File: config.mk
export PLATFORM = sky130hd
export DESIGN_NAME = sha256_24bit_in
export DESIGN_NICKNAME = d
export VERILOG_FILES = /design/src/rtl/sha256_24bit_in.sv
export SDC_FILE = /design/constraint.sdc
export NUM_CORES = 2
export LEC_CHECK = 0
export ABC_AREA = 1
export BUFFER_PORTS_ARGS = -buffer_cell sky130_fd_sc_hd__buf_2
export CAP_MARGIN = 20
export CORE_UTILIZATION = 40
export CTS_CLUSTER_SIZE = 14
export DETAILED_ROUTE_END_ITERATION = 12
export PLACE_DENSITY = 0.66
export SYNTH_ARGS = -nofsm -noshare
export SYNTH_HDL_FRONTEND = slang
export SYNTH_SLANG_ARGS = --single-unit
File: constraint.sdc
create_clock -name clk -period 8.1 [get_ports clk]
set_input_delay 0.81 -clock clk [delete_from_list [all_inputs] [get_ports clk]]
set_output_delay 0.81 -clock clk [all_outputs]
set_load 0.005 [all_outputs]
File: src/rtl/sha256_24bit_in.sv
`default_nettype none
// ============================================================================
// Module   : sha256_24bit_in
// Purpose  : Single-block SHA-256 engine for a fixed 3-byte message. The
//            message is padded internally to one 512-bit block and
//            compressed at one round per clock (64 rounds).
// Ports    : clk     - system clock, rising edge
//            rst     - asynchronous reset, active low
//            valid   - start request, sampled when not busy
//            msg_in  - 24-bit message, msg_in[23:16] is byte 0
//            msg_out - 256-bit digest, H0 in [255:224] .. H7 in [31:0]
//            ready   - high while msg_out holds a completed digest
// Revision : 1.0 - initial release
// ============================================================================
module sha256_24bit_in (
  input  logic         clk,
  input  logic         rst,
  input  logic         valid,
  input  logic [23:0]  msg_in,
  output logic [255:0] msg_out,
  output logic         ready
);

  localparam logic [1:0] c_st_idle = 2'd0;
  localparam logic [1:0] c_st_busy = 2'd1;
  localparam logic [1:0] c_st_done = 2'd2;

  localparam logic [31:0] c_k [0:63] = '{
    32'h428a2f98, 32'h71374491, 32'hb5c0fbcf, 32'he9b5dba5,
    32'h3956c25b, 32'h59f111f1, 32'h923f82a4, 32'hab1c5ed5,
    32'hd807aa98, 32'h12835b01, 32'h243185be, 32'h550c7dc3,
    32'h72be5d74, 32'h80deb1fe, 32'h9bdc06a7, 32'hc19bf174,
    32'he49b69c1, 32'hefbe4786, 32'h0fc19dc6, 32'h240ca1cc,
    32'h2de92c6f, 32'h4a7484aa, 32'h5cb0a9dc, 32'h76f988da,
    32'h983e5152, 32'ha831c66d, 32'hb00327c8, 32'hbf597fc7,
    32'hc6e00bf3, 32'hd5a79147, 32'h06ca6351, 32'h14292967,
    32'h27b70a85, 32'h2e1b2138, 32'h4d2c6dfc, 32'h53380d13,
    32'h650a7354, 32'h766a0abb, 32'h81c2c92e, 32'h92722c85,
    32'ha2bfe8a1, 32'ha81a664b, 32'hc24b8b70, 32'hc76c51a3,
    32'hd192e819, 32'hd6990624, 32'hf40e3585, 32'h106aa070,
    32'h19a4c116, 32'h1e376c08, 32'h2748774c, 32'h34b0bcb5,
    32'h391c0cb3, 32'h4ed8aa4a, 32'h5b9cca4f, 32'h682e6ff3,
    32'h748f82ee, 32'h78a5636f, 32'h84c87814, 32'h8cc70208,
    32'h90befffa, 32'ha4506ceb, 32'hbef9a3f7, 32'hc67178f2
  };

  localparam logic [31:0] c_h0 = 32'h6a09e667;
  localparam logic [31:0] c_h1 = 32'hbb67ae85;
  localparam logic [31:0] c_h2 = 32'h3c6ef372;
  localparam logic [31:0] c_h3 = 32'ha54ff53a;
  localparam logic [31:0] c_h4 = 32'h510e527f;
  localparam logic [31:0] c_h5 = 32'h9b05688c;
  localparam logic [31:0] c_h6 = 32'h1f83d9ab;
  localparam logic [31:0] c_h7 = 32'h5be0cd19;

  function automatic logic [31:0] rotr(input logic [31:0] x, input logic [4:0] n);
    return (x >> n) | (x << (6'd32 - {1'b0, n}));
  endfunction

  function automatic logic [31:0] big_sigma0(input logic [31:0] x);
    return rotr(x, 5'd2) ^ rotr(x, 5'd13) ^ rotr(x, 5'd22);
  endfunction

  function automatic logic [31:0] big_sigma1(input logic [31:0] x);
    return rotr(x, 5'd6) ^ rotr(x, 5'd11) ^ rotr(x, 5'd25);
  endfunction

  function automatic logic [31:0] small_sigma0(input logic [31:0] x);
    return rotr(x, 5'd7) ^ rotr(x, 5'd18) ^ (x >> 3);
  endfunction

  function automatic logic [31:0] small_sigma1(input logic [31:0] x);
    return rotr(x, 5'd17) ^ rotr(x, 5'd19) ^ (x >> 10);
  endfunction

  logic [1:0]   r_state;
  logic [1:0]   w_next_state;
  logic [5:0]   r_round;
  logic [31:0]  r_a, r_b, r_c, r_d, r_e, r_f, r_g, r_h;
  // Rolling schedule window: r_w[0] is W[t] for the round being applied.
  logic [31:0]  r_w [0:15];
  logic [255:0] r_digest;

  logic         w_start;
  logic         w_busy;
  logic         w_last;
  logic [31:0]  w_t1;
  logic [31:0]  w_t2;
  logic [31:0]  w_new_a;
  logic [31:0]  w_new_e;
  logic [31:0]  w_w_next;

  assign w_start = valid && ((r_state == c_st_idle) || (r_state == c_st_done));
  assign w_busy  = (r_state == c_st_busy);
  assign w_last  = w_busy && (r_round == 6'd63);

  assign w_t1    = r_h + big_sigma1(r_e) + ((r_e & r_f) ^ (~r_e & r_g))
                 + c_k[r_round] + r_w[0];
  assign w_t2    = big_sigma0(r_a) + ((r_a & r_b) ^ (r_a & r_c) ^ (r_b & r_c));
  assign w_new_a = w_t1 + w_t2;
  assign w_new_e = r_d + w_t1;

  // Window entry r_w[0] is W[t]; shifting in W[t+16] from the current window
  // uses the same recurrence for every round. Words computed past W[63] are
  // simply never consumed.
  assign w_w_next = small_sigma1(r_w[14]) + r_w[9] + small_sigma0(r_w[1]) + r_w[0];

  // --------------------------------------------------------------------------
  // FSM: state register
  // --------------------------------------------------------------------------
  always_ff @(posedge clk or negedge rst) begin
    if (!rst) begin
      r_state <= c_st_idle;
    end else begin
      r_state <= w_next_state;
    end
  end

  // --------------------------------------------------------------------------
  // FSM: next-state logic
  // --------------------------------------------------------------------------
  always_comb begin
    w_next_state = r_state;
    case (r_state)
      c_st_idle: if (valid)                 w_next_state = c_st_busy;
      c_st_busy: if (r_round == 6'd63)      w_next_state = c_st_done;
      c_st_done: if (valid)                 w_next_state = c_st_busy;
      default:                              w_next_state = c_st_idle;
    endcase
  end

  // --------------------------------------------------------------------------
  // FSM: outputs
  // --------------------------------------------------------------------------
  always_comb begin
    ready   = (r_state == c_st_done);
    msg_out = r_digest;
  end

  // --------------------------------------------------------------------------
  // Datapath: capture, compression rounds and digest
  // --------------------------------------------------------------------------
  always_ff @(posedge clk or negedge rst) begin
    if (!rst) begin
      r_round  <= '0;
      r_a      <= '0;
      r_b      <= '0;
      r_c      <= '0;
      r_d      <= '0;
      r_e      <= '0;
      r_f      <= '0;
      r_g      <= '0;
      r_h      <= '0;
      r_digest <= '0;
      for (int i = 0; i < 16; i++) begin
        r_w[i] <= '0;
      end
    end else if (w_start) begin
      // Padded block: message, 0x80 terminator, zeros, bit length 24.
      r_w[0] <= {msg_in, 8'h80};
      for (int i = 1; i < 15; i++) begin
        r_w[i] <= '0;
      end
      r_w[15] <= 32'd24;
      r_round <= '0;
      r_a     <= c_h0;
      r_b     <= c_h1;
      r_c     <= c_h2;
      r_d     <= c_h3;
      r_e     <= c_h4;
      r_f     <= c_h5;
      r_g     <= c_h6;
      r_h     <= c_h7;
    end else if (w_busy) begin
      r_a <= w_new_a;
      r_b <= r_a;
      r_c <= r_b;
      r_d <= r_c;
      r_e <= w_new_e;
      r_f <= r_e;
      r_g <= r_f;
      r_h <= r_g;
      for (int i = 0; i < 15; i++) begin
        r_w[i] <= r_w[i + 1];
      end
      r_w[15] <= w_w_next;
      r_round <= r_round + 6'd1;
      // Final round: fold the post-round working values into the IV.
      if (w_last) begin
        r_digest <= {c_h0 + w_new_a, c_h1 + r_a, c_h2 + r_b, c_h3 + r_c,
                     c_h4 + w_new_e, c_h5 + r_e, c_h6 + r_f, c_h7 + r_g};
      end
    end
  end

endmodule
`default_nettype wire

Word-level counts from Yosys, hierarchy flattened
Memory sizes are Yosys's and may differ from the RTL's.
Cells that the tools add are included.
Widths: inputs -> output; s select.
{"block": "classes", "add_sub_neg": 19, "order_cmp": 1, "eq_ne": 5, "mux": 25, "bitwise": 29, "reduce_logical": 8}
{"op": "$mux 512", "n": 2}
{"op": "$mux 32", "n": 18}
{"op": "$add 32x32->32", "n": 10}
{"op": "$xor 32x32->32", "n": 9}
{"op": "$and 32x32->32", "n": 5}
{"op": "$add 31x32->32 const A", "n": 3}
{"op": "$add 32x32->32 const A", "n": 3}
{"op": "$add 29x32->32 const A", "n": 1}
{"op": "$add 30x32->32 const A", "n": 1}
{"op": "$not 32->32", "n": 1}
{"op": "$or 10x32->32", "n": 1}
{"op": "$or 13x32->32", "n": 1}
{"op": "$or 14x32->32", "n": 1}
{"op": "$or 15x32->32", "n": 1}
{"op": "$or 19x32->32", "n": 1}
{"op": "$or 21x32->32", "n": 1}
{"op": "$or 25x32->32", "n": 1}
{"op": "$or 26x32->32", "n": 1}
{"op": "$or 30x32->32", "n": 1}
{"op": "$or 7x32->32", "n": 1}
{"op": "$xor 32x22->32", "n": 1}
{"op": "$xor 32x29->32", "n": 1}
{"op": "$mux 6", "n": 2}
{"op": "$ge 7x7->1 const B", "n": 1}
{"op": "16 further kinds", "n": 19}
{"block": "word_totals", "register_bits": 1032, "rom_bits": 2048, "in_bits": 27, "output_inout_bits": 257, "n_memories": 1}
{"memory": "(name not given)", "words": 64, "width": 32, "rd": 1, "rd_clocked_by_memory_dff": 0, "write_ports": 0, "line_no": "98", "source": "+ c_k[r_round] + r_w[0];"}

Logic depth before layout (Yosys ltp)
{"block": "depth", "depth_word": 10, "mapped_depth": 47}

Worst setup path before layout
Ideal clock, no wire load.
{"block": "synth_timing", "kind": "register -> register", "from": "register r_round[2]", "to": "register r_digest[252] (netlist: msg_out[252])", "setup_ps": 118, "arrival_ps": 6953, "required_time_ps": 7982, "setup_slack_ps": 1029, "stages_incl_launch_ff": 41, "path_buffers": 1, "synth_period_minus_slack_ps": 7071, "cell_sequence": "dfrtp_1 > buf_2 > clkinv_1 > ha_1 > or2_2 > o221ai_1 > o21ai_0 > fa_1 > inv_1 > ha_1 > fa_1 > nand3_1 > nand2_1 > nand2_1 > nand2_1 > a21oi_1 > o21ai_0 > a21oi_1 > [5 not listed] > fa_1 > inv_1 > ha_1 > nand2_1 > nor2_1 > inv_1 > nor2_1 > nand3_1 > nand3_1 > nand2_1 > nor2_1 > nand2_1 > nor2_2 > nand3b_1 > nand3_1 > nand2_1 > nand3_1 > nand2_1"}
{"block": "synth_between", "elab_chain_len": 8, "elab_cells_between_ends": 11, "cone_classes": "4 x add/sub; 1 x eq/ne; 2 x mux; 1 x bitwise; 2 x reduce/logical; 1 x memory"}
{"element": "start, declared", "line_no": "78", "source": "logic [5:0] r_round;"}
{"element": "start signal, assigned", "line_no": "187", "source": "r_round <= r_round + 6'd1;"}
{"element": "$not 6->7 (implied by the code)", "line_no": "98"}
{"element": "$mem_v2 64x32"}
{"element": "$mux 32 (implied by the code) (2 in series)", "line_no": "98"}
{"element": "$add 32x32->32 (2 in series)", "line_no": "98"}
{"element": "$add 32x32->32", "line_no": "100", "source": "assign w_new_a = w_t1 + w_t2;"}
{"element": "$add 31x32->32", "line_no": "190", "source": "r_digest <= {c_h0 + w_new_a, c_h1 + r_a, c_h2 + r_b, c_h3 + r_c,"}
{"element": "end signal, assigned", "line_no": "190"}
{"element": "end, declared", "line_no": "82", "source": "logic [255:0] r_digest;"}
Parallel ways exist; a longest one is shown, timed or not. The select of a mux whose other input is x is not followed.
A chain may end at the register's enable or synchronous reset.

Worst setup path in the final report
{"block": "layout_timing", "from": "register r_round[0]", "to": "register r_digest[254] (netlist: msg_out[254])"}
Same word-level chain as after synthesis.

==> qor.txt <==
critical path class = flop to flop
Die Wd = 395.2 um
run status = completed
fin crit period = 7665 ps
crit-path max FO = 6
Startpoint Class = flop
Area Overhead vs Synth = 18.41%
GR Util met2 = 47.55%
final worst path period share = 94.63%
YS warnings = 0
largest net degree at the start of global routing = 238
total die area = 156100 um^2
R2R setup slack = 430 ps
first-pass GRT wire length = 357300 um
max_slew headroom = 13.07%
CP bufs+invs = 8
R2R cell count = 40
Post-synth EDFFs = 0
Unique masters post-synth = 63
vias after detailed routing = 56366
Total GRT Usage = 30.45%
initial antenna violation count = 6
area fraction of the dominant cell type after synthesis = 41.77%
ys flop type = dfrtp_1
Worst EP arrival = 8290 ps
syn nets = 8060
number of sinks on the clock net = 1032
row cnt = 143
CP endpoint kind = flop
Worst path most repeated cell = nand2_1
Initial Util = 40.51%
1st-iter DRT viols = 5915
Max Clock Skew = 43.55 ps
postcts setup bufs = 0
Synth top cells by count = 1548 x nand2_1, 1502 x inv_1, 1032 x dfrtp_1
area leader, netlist = dfrtp_1
Top Usage Layer GRT = met2
Ports = 284
total wire length = 239500 um
dominant cells by area after synthesis = dfrtp_1 42%, nand2_1 9.4%, inv_1 9.1%, fa_1 6.1%, o22ai_1 6.0%
Seq/Total Area, Yosys = 41.77%
GPL Wtd Cong = 1.022
Seq cells post-synth = 1032
setup violators final = 0
fin nets = 8742
Final Max Slew Viols = 0
RSZ-0062 raised after global routing = yes
syn avg cell area = 8.046 um^2
later-pin clock latency in the skew report = 770 ps
Vias/cell = 5.374
max cap viols = 0
M1 GR Usage = 41.53%
post-route ant nets = 0
crit-path leading delay family = simple AND/OR/NAND/NOR gates
final hold vios = 0
# port buffers = 283
chip height = 395.2 um
root buf cell = clkbuf_16
slew of the pin with the lowest slew margin = 1304 ps
max frequency = 130.5 MHz
vias in the first global route = 55253
H-Tree Depth = 3
Worst path depth = 40
DP Worst Slack = 256.5 ps
cell with the most instances after synthesis = nand2_1
HP Class = input port to asynchronous set/reset pin
fraction of layout instances using a drive strength above 1 = 13.85%
core area = 152600 um^2
CTS Buffer Depth = 3
hpwl dp = 187900 um
grt ovf = 0
Final WS setup = 434.8 ps
CP peak stage delay = 520 ps
Async SR Flop Fraction = 100.0%
DRT Pass-1 Iters = 6
DRC viols = 0
CTS tree = done
cells after synthesis = 7684
Worst path slowest cell = nor3_1
layout filler cell count = 14849
M3 GR Usage = 5.858%
TritonCTS Buffers = 111
critical path required time = 8720 ps
clk slew on worst S/H paths = 60 ps
drt wl/cell = 22.84 um
Post-Syn Area = 61830 um^2
area by class of cell:
class	count	area (um^2)	area share, %
repair buffers	888	6143	8.391
inverters	1514	5703	7.790
multi-input cells	4819	29080	39.72
diodes	2	5.005	0.006836
clock inverters	46	658.1	0.8989
well taps	2030	2540	3.469
flip-flops and latches	1032	25830	35.28
clock buffers	158	3257	4.449
what timing repair did:
action | CTS | global route
endpoints found under the setup margin | 0 | 19
resized for setup | 0 | 14
hold buffers | 0 | 0
metal layers:
layer,part of all wire [%],vias up
li1,-,26117
met1,43,27535
met2,45,2239
met3,7.9,467
met4,4.5,8
met5,0.023,-
stage by stage:
step	area, um^2	util (%)	TNS [ps]	cells	hold slack [ps]
floorplan	61830	-	0	7684	449.4
global placement	69260	45.38	0	10282	452.2
detailed placement	69260	45.38	0	10282	457.6
finish	73210	47.97	0	10489	47.96
CTS	73170	47.94	0	10486	29.38
global route	73210	47.97	-1.719	10487	65.44
sequential cells by signal, indices dropped and copies added, names as in the netlist:
register,cells
r_w,512
msg_out,256
r_a,32
r_b,32
r_c,32
r_d,32
r_e,32
r_f,32
r_g,32
r_h,32
r_round,6
r_state,2
kinds of logic after synthesis:
kind of cell    synth area share (%)
flops                          41.77
xor+xnor                       5.466
compound gates                 15.19
buf+inv                        11.27
fa+ha+maj                      9.345
simple gates                   16.97
final timing paths:
path / end / startpoint
max in group asynchronous: r_w[492]$_DFFE_PN0P_ / rst
min in group clk: r_state[1]$_DFFE_PN0P_ / valid
hold reg to reg: msg_out[193]$_DFFE_PN0P_ / msg_out[193]$_DFFE_PN0P_
setup / recovery: msg_out[254]$_DFFE_PN0P_ / r_round[0]$_DFFE_PN0P_
hold / removal: msg_out[73]$_DFFE_PN0P_ / rst
setup reg to reg: msg_out[254]$_DFFE_PN0P_ / r_round[0]$_DFFE_PN0P_
placed cells by master (no fill, tap or decap), types with 18 or more instances in the layout:
| cell | count |
|---|---|
| a21oi_1 | 252 |
| clkbuf_8 | 26 |
| o31ai_1 | 21 |
| nor2_2 | 20 |
| xnor2_1 | 148 |
| xor2_1 | 236 |
| clkbuf_1 | 19 |
| o21ai_0 | 402 |
| clkbuf_16 | 113 |
| nor3_1 | 54 |
| o22ai_1 | 591 |
| nor2_1 | 407 |
| buf_4 | 590 |
| nand3_1 | 313 |
| a31oi_1 | 32 |
| ha_1 | 161 |
| a22oi_1 | 92 |
| dfrtp_1 | 1031 |
| nand2_2 | 28 |
| nand2_1 | 1547 |
| buf_2 | 282 |
| o21ai_1 | 18 |
| nand4_1 | 83 |
| fa_1 | 188 |
| o221ai_1 | 31 |
| nand3b_1 | 19 |
| inv_1 | 1501 |
Power is not shown: default switching activity piles up to over one toggle a cycle in this logic, so the estimate is an artifact.
